`config.mk`:
```
export PLATFORM = sky130hd
export DESIGN_NAME = ssd_scan_router
export DESIGN_NICKNAME = d
export VERILOG_FILES = /design/src/rtl/ssd_scan_router.sv
export SDC_FILE = /design/constraint.sdc
export NUM_CORES = 1
export LEC_CHECK = 0
export BUFFER_PORTS_ARGS = -buffer_cell sky130_fd_sc_hd__buf_2
export CAP_MARGIN = 20
export CELL_PAD_IN_SITES_DETAIL_PLACEMENT = 0
export CELL_PAD_IN_SITES_GLOBAL_PLACEMENT = 2
export CORE_MARGIN = 5
export CORE_UTILIZATION = 41
export CTS_CLUSTER_SIZE = 10
export DETAILED_ROUTE_END_ITERATION = 8
export GPL_ROUTABILITY_DRIVEN = 1
export PLACE_DENSITY_LB_ADDON = 0.12
export SETUP_SLACK_MARGIN = 0.05
export SKIP_CTS_REPAIR_TIMING = 1
export SLEW_MARGIN = 10
export SYNTH_ARGS = -nofsm -noshare
export SYNTH_HDL_FRONTEND = slang
export SYNTH_SLANG_ARGS = --single-unit
```
`constraint.sdc`:
```
create_clock -name clk -period 3.1 [get_ports clk]
set_input_delay 0 -clock clk [delete_from_list [all_inputs] [get_ports clk]]
set_output_delay 0 -clock clk [all_outputs]
set_load 0.02 [all_outputs]
```
`src/rtl/ssd_scan_router.sv`:
```
// ssd_scan_router: programmable digit route table, per-frame snapshot, multiplexed 7-seg scan.
// Latency: an_n/seg_n registered one cycle behind digit_idx; snapshot refreshed once per frame.
// Backpressure: none, free-running scan. Optional blink feature: define SSD_SCAN_ROUTER_BLINK_EN.
`timescale 1ns/1ps
module ssd_scan_router #(
  parameter int NUM_DIGITS = 6,
  parameter int DIGIT_W    = 4,
  parameter int NUM_SRC    = 16,
  parameter int MODE_W     = 3,
  parameter int LOCK_MODE  = 0,
  parameter int SCAN_DIV   = 50000,
  localparam int DIG_W     = (NUM_DIGITS > 1) ? $clog2(NUM_DIGITS) : 1,
  localparam int SRC_W     = (NUM_SRC > 1) ? $clog2(NUM_SRC) : 1
) (
  input  logic                       clk,
  input  logic                       rst_n,
  input  logic [MODE_W-1:0]          mode,
  input  logic                       auth,
  input  logic [NUM_SRC*DIGIT_W-1:0] src_bus,
  input  logic                       cfg_we,
  input  logic [MODE_W-1:0]          cfg_mode,
  input  logic [DIG_W-1:0]           cfg_digit,
  input  logic [SRC_W-1:0]           cfg_src,
  input  logic                       cfg_blank,
`ifdef SSD_SCAN_ROUTER_BLINK_EN
  input  logic                       cfg_blink,
`endif
  output logic                       cfg_err,
  output logic [NUM_DIGITS-1:0]      an_n,
  output logic [6:0]                 seg_n,
  output logic [DIG_W-1:0]           digit_idx,
  output logic                       frame_done
);

  localparam int                ROWS     = 1 << MODE_W;
  localparam int                PRE_W    = (SCAN_DIV > 1) ? $clog2(SCAN_DIV) : 1;
  localparam logic [PRE_W-1:0]  PRE_LAST = PRE_W'(SCAN_DIV - 1);
  localparam logic [DIG_W-1:0]  DIG_LAST = DIG_W'(NUM_DIGITS - 1);
  localparam logic [MODE_W-1:0] LOCK_ROW = MODE_W'(LOCK_MODE);

  // Route table: one source index and one blank flag per (row, digit).
  logic [SRC_W-1:0]      tbl_src   [ROWS][NUM_DIGITS];
  logic [NUM_DIGITS-1:0] tbl_blank [ROWS];

  // Frame snapshot: values captured at the frame wrap, displayed for the whole next frame.
  logic [DIGIT_W-1:0]    snap_val  [NUM_DIGITS];
  logic [NUM_DIGITS-1:0] snap_dark;

  logic [DIGIT_W-1:0]    nxt_val   [NUM_DIGITS];
  logic [NUM_DIGITS-1:0] nxt_dark;

  logic [PRE_W-1:0]  prescaler;
  logic              tick;
  logic              wrap;
  logic              cfg_ok;
  logic              cur_dark;
  logic [MODE_W-1:0] eff;

`ifdef SSD_SCAN_ROUTER_BLINK_EN
  logic [NUM_DIGITS-1:0] tbl_blink [ROWS];
  logic [NUM_DIGITS-1:0] snap_blink;
  logic                  blink_phase;
`endif

  assign tick   = (prescaler == PRE_LAST);
  assign wrap   = tick && (digit_idx == DIG_LAST);
  assign eff    = auth ? mode : LOCK_ROW;
  assign cfg_ok = cfg_we && (int'(cfg_digit) < NUM_DIGITS);

  function automatic logic [6:0] hex7(input logic [3:0] v);
    logic [6:0] s;
    case (v)
      4'h0: s = 7'h40;  4'h1: s = 7'h79;  4'h2: s = 7'h24;  4'h3: s = 7'h30;
      4'h4: s = 7'h19;  4'h5: s = 7'h12;  4'h6: s = 7'h02;  4'h7: s = 7'h78;
      4'h8: s = 7'h00;  4'h9: s = 7'h10;  4'hA: s = 7'h08;  4'hB: s = 7'h03;
      4'hC: s = 7'h46;  4'hD: s = 7'h21;  4'hE: s = 7'h06;  default: s = 7'h0E;
    endcase
    return s;
  endfunction

  // Table writes land at the clock edge; out-of-range digits are dropped.
  always_ff @(posedge clk or negedge rst_n) begin
    if (!rst_n) begin
      for (int r = 0; r < ROWS; r++) begin
        tbl_blank[r] <= '1;
`ifdef SSD_SCAN_ROUTER_BLINK_EN
        tbl_blink[r] <= '0;
`endif
        for (int d = 0; d < NUM_DIGITS; d++) tbl_src[r][d] <= '0;
      end
    end else if (cfg_ok) begin
      tbl_src[cfg_mode][cfg_digit]   <= cfg_src;
      tbl_blank[cfg_mode][cfg_digit] <= cfg_blank;
`ifdef SSD_SCAN_ROUTER_BLINK_EN
      tbl_blink[cfg_mode][cfg_digit] <= cfg_blink;
`endif
    end
  end

  // One-cycle error pulse for a write aimed past the last digit.
  always_ff @(posedge clk or negedge rst_n) begin
    if (!rst_n) cfg_err <= 1'b0;
    else        cfg_err <= cfg_we && !cfg_ok;
  end

  // Slot prescaler, digit scan counter and frame pulse.
  always_ff @(posedge clk or negedge rst_n) begin
    if (!rst_n) begin
      prescaler  <= '0;
      digit_idx  <= '0;
      frame_done <= 1'b0;
    end else begin
      frame_done <= wrap;
      if (tick) begin
        prescaler <= '0;
        digit_idx <= wrap ? '0 : digit_idx + 1'b1;
      end else begin
        prescaler <= prescaler + 1'b1;
      end
    end
  end

  // Route each digit through the effective row; a source index past NUM_SRC never matches and stays dark.
  always_comb begin
    for (int d = 0; d < NUM_DIGITS; d++) begin
      nxt_val[d]  = '0;
      nxt_dark[d] = 1'b1;
      for (int k = 0; k < NUM_SRC; k++) begin
        if (tbl_src[eff][d] == SRC_W'(k)) begin
          nxt_val[d]  = src_bus[k*DIGIT_W +: DIGIT_W];
          nxt_dark[d] = tbl_blank[eff][d];
        end
      end
    end
  end

  // Capture the whole frame at the wrap so mode/auth/table changes never tear a frame.
  always_ff @(posedge clk or negedge rst_n) begin
    if (!rst_n) begin
      snap_dark <= '1;
      for (int d = 0; d < NUM_DIGITS; d++) snap_val[d] <= '0;
`ifdef SSD_SCAN_ROUTER_BLINK_EN
      snap_blink  <= '0;
      blink_phase <= 1'b0;
`endif
    end else if (wrap) begin
      snap_dark <= nxt_dark;
      for (int d = 0; d < NUM_DIGITS; d++) snap_val[d] <= nxt_val[d];
`ifdef SSD_SCAN_ROUTER_BLINK_EN
      snap_blink  <= tbl_blink[eff];
      blink_phase <= ~blink_phase;
`endif
    end
  end

`ifdef SSD_SCAN_ROUTER_BLINK_EN
  assign cur_dark = snap_dark[digit_idx] | (snap_blink[digit_idx] & blink_phase);
`else
  assign cur_dark = snap_dark[digit_idx];
`endif

  // Drive pins from the current slot; a dark digit turns every anode off.
  always_ff @(posedge clk or negedge rst_n) begin
    if (!rst_n) begin
      an_n  <= '1;
      seg_n <= 7'h7F;
    end else begin
      an_n  <= cur_dark ? '1 : ~(NUM_DIGITS'(1) << digit_idx);
      seg_n <= cur_dark ? 7'h7F : hex7(snap_val[digit_idx][3:0]);
    end
  end

endmodule
```
## Word-level counts from Yosys, hierarchy flattened

Memory sizes are Yosys's and may differ from the RTL's.
Cells that the tools add are included.

| operators by class | value |
|---|---|
| add/subtract/negate cells | 2 |
| order comparisons | 10 |
| eq/ne operators | 92 |
| shifts and indexed selects | 1 |
| muxes and demuxes | 218 |
| bitwise operators | 5 |
| reduce and logical (&&, ||, !) cells | 13 |

Operators with widths:

| cell | count |
|---|---|
| two-way mux 4 bit | 99 |
| bitwise mux 192 bit | 1 |
| equality test 4 bit (second input constant) | 48 |
| two-way mux 1 bit | 98 |
| equality test 4 x 3 -> 1 bit (second input constant) | 24 |
| binary-select mux 24 bit (select 3 bit) | 1 |
| demux 24 bit (select 3 bit) | 1 |
| two-way mux 24 bit | 3 |
| bitwise mux 48 bit | 1 |
| equality test 4 x 2 -> 1 bit (second input constant) | 12 |
| equality test 4 x 1 -> 1 bit (second input constant) | 6 |
| logical NOT 4 bit | 6 |
| two-way mux 6 bit | 4 |
| binary-select mux 6 bit (select 3 bit) | 1 |
| demux 6 bit (select 3 bit) | 1 |
| adder 16 x 1 -> 16 bit (second input constant) | 1 |
| equality test 16 bit (second input constant) | 1 |
| >= comparator 4 bit (second input constant) | 4 |
| two-way mux 16 bit | 1 |
| NOT 3 -> 4 bit | 4 |
| binary-select mux 4 bit (select 3 bit) | 1 |
| demux 4 bit (select 3 bit) | 1 |
| < comparator 3 x 4 -> 1 bit (second input constant) | 2 |
| < comparator 4 x 1 -> 1 bit (second input constant) | 2 |
| other kinds (12) | 18 |

| storage, ports and cells | value |
|---|---|
| flip-flop bits (word level) | 304 |
| memory bits (read-only) | 112 |
| input bits | 82 |
| output and inout port bits | 18 |
| word-level logic and storage cells | 411 |
| memories | 1 |

Memory list:

| memory | depth | bits a word | read ports | clocked after memory_dff | wr ports | line | text |
|---|---|---|---|---|---|---|---|
| (no name shown) | 16 | 7 | 1 | 0 | 0 | 72 | `case (v)` |

## Longest topological paths before layout

| depth | value |
|---|---|
| word-level depth | 22 |
| depth in mapped cells | 14 |
| mapped depth without buffers | 9 |

## Least setup slack after synthesis

OpenSTA, ideal clock, no wires.

| timing path | value |
|---|---|
| kind | register to register |
| from | register digit_idx[0] |
| to | register seg_n[3] |
| setup time | 0.092 ns |
| data arrival time | 2.706 ns |
| path slack | 0.303 ns |
| stages on the path, launching flop included | 10 |
| path buffers | 1 |
| period minus slack after synthesis | 2.797 ns |
| path through | dfrtp_1 -> buf_1 -> mux4_2 -> nand2_1 -> o21ai_0 -> inv_1 -> ha_1 -> inv_1 -> mux4_2 -> nand2b_1 |

| on the way | value |
|---|---|
| cells in the longest elaborated chain, start to end | 6 |

RTL lines:

| item | line | text |
|---|---|---|
| start, declared | 31 | `output logic [DIG_W-1:0] digit_idx,` |
| start signal, assigned | 116 | `digit_idx <= wrap ? '0 : digit_idx + 1'b1;` |
| NOT 3 -> 4 bit (not written as such) | 169 | `seg_n <= cur_dark ? 7'h7F : hex7(snap_val[digit_idx][3:0]);` |
| binary-select mux 4 bit (select 3 bit) | 169 |  |
| two-way mux 4 bit (not written as such) (2 in series) | 169 |  |
| memory (16 x 7 bit) | n/a |  |
| two-way mux 7 bit * | 169 |  |
| end signal, assigned | 169 |  |
| end, declared | 30 | `output logic [6:0] seg_n,` |

Mark *: on every way between the ends. The rest lies on a longest branch, timed or not. The select of a mux whose other input is x is not followed.
A chain may end at the register's enable or synchronous reset.

## Worst setup path in the final report

| timing path | value |
|---|---|
| from | register tbl_src[56] (netlist bit) |
| to | register snap_val[8] (netlist bit) |

| on the way | value |
|---|---|
| cells in the longest elaborated chain, start to end | 20 |

RTL lines:

| item | line | text |
|---|---|---|
| start, declared | 42 | `logic [SRC_W-1:0] tbl_src [ROWS][NUM_DIGITS];` |
| start signal, assigned by index | 92 | `tbl_src[cfg_mode][cfg_digit] <= cfg_src;` |
| binary-select mux 24 bit (select 3 bit) * | 129 | `if (tbl_src[eff][d] == SRC_W'(k)) begin` |
| two-way mux 24 bit * (2 in series) | n/a |  |
| logical NOT 4 bit | 129 |  |
| two-way mux 4 bit (15 in series) | 129 |  |
| two-way mux 4 bit * | 129 |  |
| end, declared | 46 | `logic [DIGIT_W-1:0] snap_val [NUM_DIGITS];` |

Marked as above.

==> metrics.txt <==
Root Buffer=clkbuf_16; vias in the first global route=between 15,000 and 20,000; Max IR drop VDD=between 0.4 and 0.5 mV; Critical Path Fanout Max=10; clk buf depth=3; Setup TNS=0 ps; clock skew=between 20 and 30 ps; HP Start=src_bus[61]; Clk Latency, worst-skew pair=570 ps; first-pass GRT wire length=about 110,000 um; failing checks=hold timing; crit end category=flip-flop; Starting DRT DRC Count=between 1,000 and 1,500; chip width=between 200 and 250 um; Cells after DPL=2,491; Storage cell area=roughly 0.0077 mm^2; TritonCTS clock tree=done; Post-Synthesis Cells=roughly 1,800; Layout Area Growth over Synthesis=15.31%; max-cap check violation count=0; Worst Setup Path Type=flip-flop to flip-flop; Hold WS=-17.17 ps; DRC violations left=0; Main synth FF type=dfrtp_1; Antenna Violating Nets Remaining=0; power per standard cell area=approximately 540 mW/mm^2; dominant cell type by area after synthesis=dfrtp_1; sequential share of the synthesized area=between 40 and 50%; top cells by count, synth=270 x mux2_2, 237 x dfrtp_1, 166 x nand2_1; wire length per cell=27.94 um; drt first pass iters=8; Final min period=~2800 ps; # nets final=2,032; CTS Buf Count=39; Final setup viols=0; dpl ws=just over 200 ps; status=finished with violations; initial antenna violation count=0; most frequent cell after synthesis=mux2_2; Initial Util=a little over 40%; syn_nets=around 1,900; Post-synth EDFFs=0; Slowest cell on crit path=mux4_2; Total Wirelength=roughly 70,000 um; Final Hold Fails=2; Avg Cell Area, Syn=10.42 um^2; Cell Area, Synth=0.01883 mm^2; Synth cell types=90; clk sinks=roughly 300; fin cells=~2,600; via count=15,850; RePlAce Congestion=around 0.9; fillers=approximately 4,300; Total Routing Usage GR=between 20% and 30%; Row Count=78; Max Clk Rate=between 0.3 and 0.4 GHz; Worst Setup SP=tbl_src[56]; I/O pins=100; total core area=roughly 0.045 mm^2; Worst Tran Pin Value=about 1200 ps; max_slew headroom=approximately 20%; HP Class=input pin to flip-flop; GRT overflow=0; CP Data Arrival Time=roughly 3200 ps; Req. time, crit path=around 3500 ps; Slowest Stage Delay on Critical Path=approximately 500 ps; chip height=around 220 um; Post-DP HPWL=~52,000 um; Ys Warns=0; Worst Slack Setup Final=just over 300 ps; dominant cells by area after synthesis=dfrtp_1 31%, mux2_2 16%, dfstp_2 9.3%; Synth top area share=a little under a third; final worst-path cycle share=90.05%; Clock transition at path regs=~60 ps; Ant. Diodes=0; die area=about 0.05 mm^2; RSZ-0062 raised after global routing=no; largest net degree at the start of global routing=85; routed vias/inst=roughly 6.2; Buffers on Ports=between 90 and 100; Lkg Pwr=9.363 nW; reg2reg start=tbl_src[56]; post-synthesis async set-or-reset flop share=between 90% and 100%; multi-input logic area=between 0.01 and 0.015 mm^2; worst path cell trace=and2_1, mux4_2, o2bb2ai_4, buf_4, mux2_2, mux2i_1, a2bb2oi_1, o31ai_1; final-report max-slew violation count=0; H-tree depth=2; Startpoint Class=flip-flop; FF+latch count, synth=~300; share of cells above drive strength 1=roughly a third; Tot Pwr=about 12 mW
[area by class of cell]
cell class	instances	area share (%)
Sequential cell	304	35.42
Clock buffer	64	5.111
Timing Repair Buffer	214	6.949
Inverter	36	0.6223
Clock inverter	7	0.5935
Multi-Input combinational cell	1343	47.85
Tap cell	600	3.457
[registers in the layout, summed over array words and instances (netlist names)]
signal	flops
tbl_src	192
tbl_blank	48
snap_val	24
prescaler	16
seg_n	7
an_n	6
snap_dark	6
digit_idx	3
cfg_err	1
frame_done	1
[critical path: cells and delay by family (launching register included)]
| family | cells | cell delay [ps] |
|---|---|---|
| simple gates | 1 | 150 |
| compound gates | 3 | 690 |
| flops | 1 | 370 |
| buf+inv | 1 | 250 |
| mux | 3 | 1200 |
[metal layers]
layer	share of wire (%)	up-vias	global-route usage, %
li1	-	7048	-
met1	43	8027	38.66
met2	46	599	44.85
met3	5.8	171	4.085
met4	4.5	0	11.12
met5	0	-	0
[power breakdown]
part	internal [mW]	switching, mW	leakage, nW
clock	2.63	1.83	0.594
sequential	4.46	0.244	3.81
combinational	1.12	1.51	4.96
total	8.21	3.58	9.36
[per-stage QoR]
| stage | area (um^2) | hold slack, ps | util (%) |
|---|---|---|---|
| 2_1_floorplan | 18830 | -295.6 | - |
| 3_3_place_gp | 20420 | 76.00 | 44.99 |
| 3_5_place_dp | 20420 | 71.58 | 44.99 |
| 4_1_cts | 21650 | -540.3 | 47.72 |
| 5_1_grt | 21710 | 2.567 | 47.85 |
| 6_report | 21710 | -17.17 | 47.85 |
[cells in the final DEF, fill, tap and decap left out, drive strengths merged, types with 8 or more instances in the layout]
| cell | count |
|---|---|
| dfrtp | 237 |
| clkbuf | 64 |
| a221oi | 11 |
| ha | 12 |
| buf | 209 |
| o31ai | 10 |
| and2 | 27 |
| nor3 | 34 |
| a211o | 11 |
| mux2i | 92 |
| a32oi | 8 |
| nor2 | 119 |
| a21boi | 8 |
| nand2b | 22 |
| o211ai | 15 |
| xnor2 | 9 |
| a211oi | 20 |
| nand2 | 167 |
| dfstp | 67 |
| and3 | 15 |
| o21ai | 71 |
| mux2 | 272 |
| a21oi | 73 |
| a31oi | 21 |
| nor2b | 11 |
| o2bb2ai | 10 |
| o221ai | 13 |
| mux4 | 35 |
| nand3 | 56 |
| a22oi | 24 |
| nand3b | 10 |
| o22ai | 37 |
| inv | 36 |
| a221o | 10 |
[cell families after synthesis]
family,count (synthesis),share of synthesized area [%]
AND/OR/NAND/NOR,498,12.48
AO/OA/AOI/OAI,420,15.82
multiplexers,399,25.36
flip-flops,304,40.84
buffers and inverters,161,4.046
XOR/XNOR,14,0.6511
adder cells (fa/ha/maj),12,0.7973
[path summary, 6_finish.rpt]
kind,endpoint,slack [ps],cells past startpoint
max,snap_val[8],310,8
min,snap_val[21],-20,5
max reg2reg,snap_val[8],310,8
min reg2reg,prescaler[0],480,1
max in group asynchronous,tbl_blank[25],2110,3
min in group asynchronous,tbl_src[135],60,2
(Power assumes the default switching activity.)
